[src/rtl/muldiv_pkg.sv]
// Shared encodings for the multiply/divide unit: operation codes, FSM states,
// and small decode helpers.
package muldiv_pkg;

  typedef enum logic [1:0] {
    OP_MULT  = 2'b00,
    OP_MULTU = 2'b01,
    OP_DIV   = 2'b10,
    OP_DIVU  = 2'b11
  } op_e;

  typedef enum logic [2:0] {
    S_IDLE,
    S_PREP,
    S_RUN,
    S_FIX,
    S_DONE
  } state_e;

  function automatic logic op_is_div(op_e o);
    return o[1];
  endfunction

  function automatic logic op_is_signed(op_e o);
    return ~o[0];
  endfunction

endpackage

[src/rtl/muldiv_step.sv]
// One radix-2 iteration on magnitudes: shift-add for multiply,
// restoring shift-subtract for divide. {acc,q} is the 2*WIDTH working pair.
module muldiv_step #(
  parameter int WIDTH = 32
) (
  input  logic             is_div,
  input  logic [WIDTH-1:0] acc,
  input  logic [WIDTH-1:0] q,
  input  logic [WIDTH-1:0] m,
  output logic [WIDTH-1:0] acc_nxt,
  output logic [WIDTH-1:0] q_nxt
);

  logic [WIDTH:0]   sum;
  logic [WIDTH:0]   cand;
  logic [WIDTH-1:0] diff;

  always_comb begin
    sum     = {1'b0, acc} + {1'b0, m};
    cand    = {acc, q[WIDTH-1]};
    // only consumed when cand >= m, where the true difference fits in WIDTH bits
    diff    = cand[WIDTH-1:0] - m;
    acc_nxt = acc;
    q_nxt   = q;
    if (is_div) begin
      if (cand >= {1'b0, m}) begin
        acc_nxt = diff;
        q_nxt   = {q[WIDTH-2:0], 1'b1};
      end else begin
        acc_nxt = cand[WIDTH-1:0];
        q_nxt   = {q[WIDTH-2:0], 1'b0};
      end
    end else if (q[0]) begin
      {acc_nxt, q_nxt} = {sum, q[WIDTH-1:1]};
    end else begin
      {acc_nxt, q_nxt} = {1'b0, acc, q[WIDTH-1:1]};
    end
  end

endmodule

[src/rtl/muldiv_unit.sv]
// Iterative signed/unsigned multiply and divide: PREP forms magnitudes, RUN
// iterates WIDTH times, FIX restores signs and registers hi/lo.
module muldiv_unit
  import muldiv_pkg::*;
#(
  parameter int WIDTH = 32
) (
  input  logic             clk,
  input  logic             reset,
  input  logic             start,
  input  logic [1:0]       op,
  input  logic [WIDTH-1:0] a,
  input  logic [WIDTH-1:0] b,
  output logic             busy,
  output logic             done,
  output logic [WIDTH-1:0] hi,
  output logic [WIDTH-1:0] lo,
  output logic             div_zero
);

  localparam int CW = $clog2(WIDTH) + 1;

  state_e           state;
  op_e              op_r;
  logic [WIDTH-1:0] a_r, b_r, acc, q, m;
  logic             neg_p, neg_r;
  logic [CW-1:0]    cnt;

  logic               div_op, sa, sb;
  logic [WIDTH-1:0]   mag_a, mag_b, acc_nxt, q_nxt, q_fix, r_fix;
  logic [2*WIDTH-1:0] prod_fix;

  always_comb begin
    div_op   = op_is_div(op_r);
    sa       = op_is_signed(op_r) & a_r[WIDTH-1];
    sb       = op_is_signed(op_r) & b_r[WIDTH-1];
    mag_a    = sa ? -a_r : a_r;
    mag_b    = sb ? -b_r : b_r;
    prod_fix = neg_p ? -{acc, q} : {acc, q};
    q_fix    = neg_p ? -q : q;
    r_fix    = neg_r ? -acc : acc;
  end

  muldiv_step #(.WIDTH(WIDTH)) u_step (
    .is_div  (div_op),
    .acc     (acc),
    .q       (q),
    .m       (m),
    .acc_nxt (acc_nxt),
    .q_nxt   (q_nxt)
  );

  always_ff @(posedge clk) begin
    if (!reset) begin
      state    <= S_IDLE;
      busy     <= 1'b0;
      done     <= 1'b0;
      hi       <= '0;
      lo       <= '0;
      div_zero <= 1'b0;
    end else begin
      case (state)
        S_IDLE: begin
          done <= 1'b0;
          if (start) begin
            op_r     <= op_e'(op);
            a_r      <= a;
            b_r      <= b;
            div_zero <= 1'b0;
            busy     <= 1'b1;
            state    <= S_PREP;
          end
        end
        S_PREP: begin
          if (div_op && b_r == '0) begin
            // divide by zero skips the datapath; hi/lo keep the last result
            div_zero <= 1'b1;
            busy     <= 1'b0;
            done     <= 1'b1;
            state    <= S_DONE;
          end else begin
            acc   <= '0;
            q     <= mag_a;
            m     <= mag_b;
            neg_p <= sa ^ sb;
            neg_r <= sa;
            cnt   <= '0;
            state <= S_RUN;
          end
        end
        S_RUN: begin
          acc <= acc_nxt;
          q   <= q_nxt;
          cnt <= cnt + 1'b1;
          if (cnt == CW'(WIDTH - 1)) state <= S_FIX;
        end
        S_FIX: begin
          if (div_op) begin
            hi <= r_fix;
            lo <= q_fix;
          end else begin
            {hi, lo} <= prod_fix;
          end
          busy  <= 1'b0;
          done  <= 1'b1;
          state <= S_DONE;
        end
        S_DONE: begin
          done  <= 1'b0;
          state <= S_IDLE;
        end
        default: begin
          busy  <= 1'b0;
          done  <= 1'b0;
          state <= S_IDLE;
        end
      endcase
    end
  end

endmodule

[config.mk]
export PLATFORM = sky130hd
export DESIGN_NAME = muldiv_unit
export DESIGN_NICKNAME = d
export VERILOG_FILES = /design/src/rtl/muldiv_pkg.sv /design/src/rtl/muldiv_step.sv /design/src/rtl/muldiv_unit.sv
export SDC_FILE = /design/constraint.sdc
export NUM_CORES = 1
export LEC_CHECK = 0
export CORE_MARGIN = 10
export CORE_UTILIZATION = 60
export DETAILED_ROUTE_END_ITERATION = 7
export GPL_TIMING_DRIVEN = 1
export HOLD_SLACK_MARGIN = 0.06
export PLACE_DENSITY = 0.94
export SYNTH_ARGS = -nofsm -noshare
export SYNTH_HDL_FRONTEND = slang
export SYNTH_SLANG_ARGS = --single-unit
[constraint.sdc]
create_clock -name clk -period 8.25 [get_ports clk]
set_clock_uncertainty 0.05 [all_clocks]
set_input_delay 1.65 -clock clk [delete_from_list [all_inputs] [get_ports clk]]
set_output_delay 1.65 -clock clk [all_outputs]
set_load 0.05 [all_outputs]
==> summary.txt <==
Yosys
  • Synth Area in Compound Gates: 0.207
  • EDFF count, synth: 170
  • Syn avg cell area: 9.31 um^2
  • Main synth FF type: edfxtp_1
  • Post-synthesis xor/xnor area fraction: 0.0975
  • Multiplexer share of the synthesized area: 0.0265
  • #FFs+latches synth: 240
  • Ys async rst share: 0
  • Synth warn: 0
  • Post-synthesis cell count: 1689
  • Post-synth cell types: 77
  • Sequential share of the synthesized area: 0.414
  • Post-synthesis adder-cell area fraction: 0.0574
  • Syn nets: 1829
  • Synthesized area: 0.0157 mm^2
  • Simple-gate share of the synthesized area: 0.162
  • Combinational family with the most area after synthesis: compound AO/OA/AOI/OAI gates

Die
  • Width of the die: 182 um
  • Initial core utilization: 0.607
  • FP Rows: 59
  • DIE AREA: 0.0331 mm^2
  • Die Y: 182 um
  • Core area: 0.0259 mm^2
  • I/O Pins: 136

Detailed routing
  • Met3 WL post-DR: 5340 um
  • 1st-iter DRT viols: 1861
  • Via/cell ratio: 6.44
  • Routed via count: 13700
  • WL met1: 18200 um
  • Met2 WL post-DR: 20000 um
  • DR WL/cell: 21.0 um
  • Antenna-violating nets left: 0
  • Top sig layer: met4
  • Detailed-route wire length: 44800 um
  • DRC viols: 1
  • Initial DRT Pass Iterations: 8

Placed design
  • Post-DP HPWL: 32600 um
  • Final GP Congestion: 0.963
  • Port Buffers: 135

Clock tree
  • Clock-pin slew on the worst setup and hold paths: 0.06 ns
  • Post-CTS Resized: 0
  • Post-CTS Setup Bufs: 0
  • Total CTS buffers: 26
  • CTS Sinks: 240
  • CTS tree: done
  • Root Driver: clkbuf_16
  • H-tree depth: 1
  • Skew-Pair Late Insertion Delay: 0.56 ns
  • Hold_buf cts: 0
  • Buffer depth of the longest clock path: 3

Global routing
  • Total track usage: 0.257
  • GRT overflow: 0
  • Global-route wire length before repair: 70400 um
  • Initial antenna violation count: 0
  • Pin count of the biggest net entering global routing: 80
  • Vias in the first global route: 12900

Cells and area
  • Share of cells above drive strength 1: 0.0501
  • Diode count: 0
  • NumNets Final: 1917
  • Synth-to-layout area growth: 15.3%

Timing
  • Finish-stage setup viols: 0
  • Rel. slew slack: 0.281
  • Setup TNS: 0 ns
  • Slew @ Worst Pin: 1.08 ns
  • Min Tclk post-route: 4.34 ns
  • FMAX: 230 MHz
  • Fin. Hold Viols: 0
  • Tcrit/Tclk final: 0.527
  • RSZ-0062 raised after global routing: no
  • Fin Hold WS: 0.444 ns
  • Final Max Slew Viols: 0

Setup path
  • Crit-path max FO: 9
  • Nature of the critical path startpoint: flip-flop
  • CP startpoint: acc[1]$_SDFFCE_PN0P_
  • Required time of the critical path: 8.50 ns
  • Kind of critical path: reg2reg
  • R2r startpoint: acc[1]$_SDFFCE_PN0P_
  • WP data arrival: 4.60 ns
  • CP endpoint kind: flip-flop

Min path
  • Hold Crit Start: b_r[0]$_DFFE_PP_
  • Hold Path Class: reg2reg

Status
  • Outcome: complete, but fails checks
  • Failing checks: design-rule violations

Job
  • Max Cap Viol: 0

Power
  • VDD IR max: 0.000168 V
  • P per Cell Area: 175 mW/mm^2
  • Leakage power: 0.00733 uW
[synthesized netlist by cell type, types with 19 or more instances]
master,n,share of area
a211oi_1,24,0.011
a21o_1,30,0.014
a21oi_1,158,0.050
a31oi_1,19,0.0076
and2_1,20,0.0080
clkbuf_1,74,0.018
dfxtp_1,70,0.089
edfxtp_1,170,0.32
ha_1,69,0.055
inv_1,60,0.014
mux2i_1,36,0.023
nand2_1,168,0.040
nand3_1,28,0.0089
nor2_1,147,0.035
nor3_1,31,0.0099
o211a_1,47,0.030
o21ai_0,89,0.028
o31ai_1,25,0.012
xnor2_1,73,0.041
xor2_1,102,0.057
[final timing paths]
check                               end  depth (start not counted)  slack [ns]
setup / recovery  acc[30]$_SDFFCE_PN0P_                         11        3.91
hold / removal           m[0]$_DFFE_PP_                          0        0.44
setup reg to reg  acc[30]$_SDFFCE_PN0P_                         11        3.91
hold reg to reg          m[0]$_DFFE_PP_                          0        0.44
[stage by stage]
stage | area (um^2) | worst slack [ns] | total power, uW | util | instances
CTS | 18100 | 4.04 | 3150 | 0.700 | 2131
detailed placement | 17300 | 4.10 | 2000 | 0.667 | 2084
finish | 18100 | 3.91 | 3170 | 0.700 | 2131
global route | 18100 | 3.79 | 3270 | 0.700 | 2131
floorplan | 15700 | 2.76 | 1830 | - | 1689
global placement | 17300 | 4.18 | 1990 | 0.667 | 2084
[flip-flops by register name, indices dropped and copies added (netlist names)]
| register | flops |
|---|---|
| cnt | 6 |
| q | 32 |
| b_r | 32 |
| neg_p | 1 |
| acc | 32 |
| done | 1 |
| m | 32 |
| neg_r | 1 |
| hi | 32 |
| div_zero | 1 |
| a_r | 32 |
| op_r | 2 |
| lo | 32 |
| busy | 1 |
| state | 3 |
[layout by cell type, fill, tap and decap left out, types with 13 or more instances in the layout]
cell type        instances
a211oi_1                24
a21o_1                  30
a21oi_1                158
a31oi_1                 19
and2_1                  20
clkbuf_16               27
clkdlybuf4s50_1        134
dfxtp_1                 70
edfxtp_1               170
ha_1                    69
inv_1                   60
mux2i_1                 36
nand2_1                168
nand2b_1                15
nand3_1                 28
nor2_1                 146
nor2b_1                 18
nor3_1                  28
nor4_1                  15
o211a_1                 47
o211ai_1                13
o21a_1                  17
o21ai_0                 89
o31ai_1                 25
or3_1                   18
or4_1                   13
xnor2_1                 73
xor2_1                 102
[worst max-delay path, cell delays in order, from the launching register on]
cell and delay, ns:
edfxtp_1 0.55, ha_1 0.40, a211oi_1 0.39, o211ai_1 0.25, a31o_2 0.33, a2111oi_2 0.48
o31a_1 0.30, o21ai_0 0.12, a21oi_1 0.45, mux2_2 0.39, a221oi_1 0.26, o22ai_1 0.11
[layout make-up]
class / instances / area (um^2)
timing repair buffer: 146 / 1430
inverter: 60 / 225
clock inverter: 9 / 82.6
sequential: 240 / 6510
tap: 335 / 419
clock buffer: 38 / 774
fill: 1836 / 7780
multi-input combinational: 1303 / 8690
[power breakdown]
group,leakage [uW],total [uW],internal (uW),switching (uW)
clock network,0.000425,1160,681,483
registers,0.00214,1430,1360,71.8
logic,0.00476,569,226,344
total,0.00733,3170,2270,898
[cells by family after synthesis]
logic type / Yosys count
xor+xnor: 175
compound gates: 491
flops: 240
simple gates: 525
fa+ha+maj: 71
mux: 41
buf+inv: 146
[per-layer routing]
metal  track usage  vias up
li1              -     6384
met2         0.397      850
met5             0        -
met4        0.0683        0
met3        0.0525      107
met1         0.359     6380
Note: power is estimated with default switching activity, not from simulation.
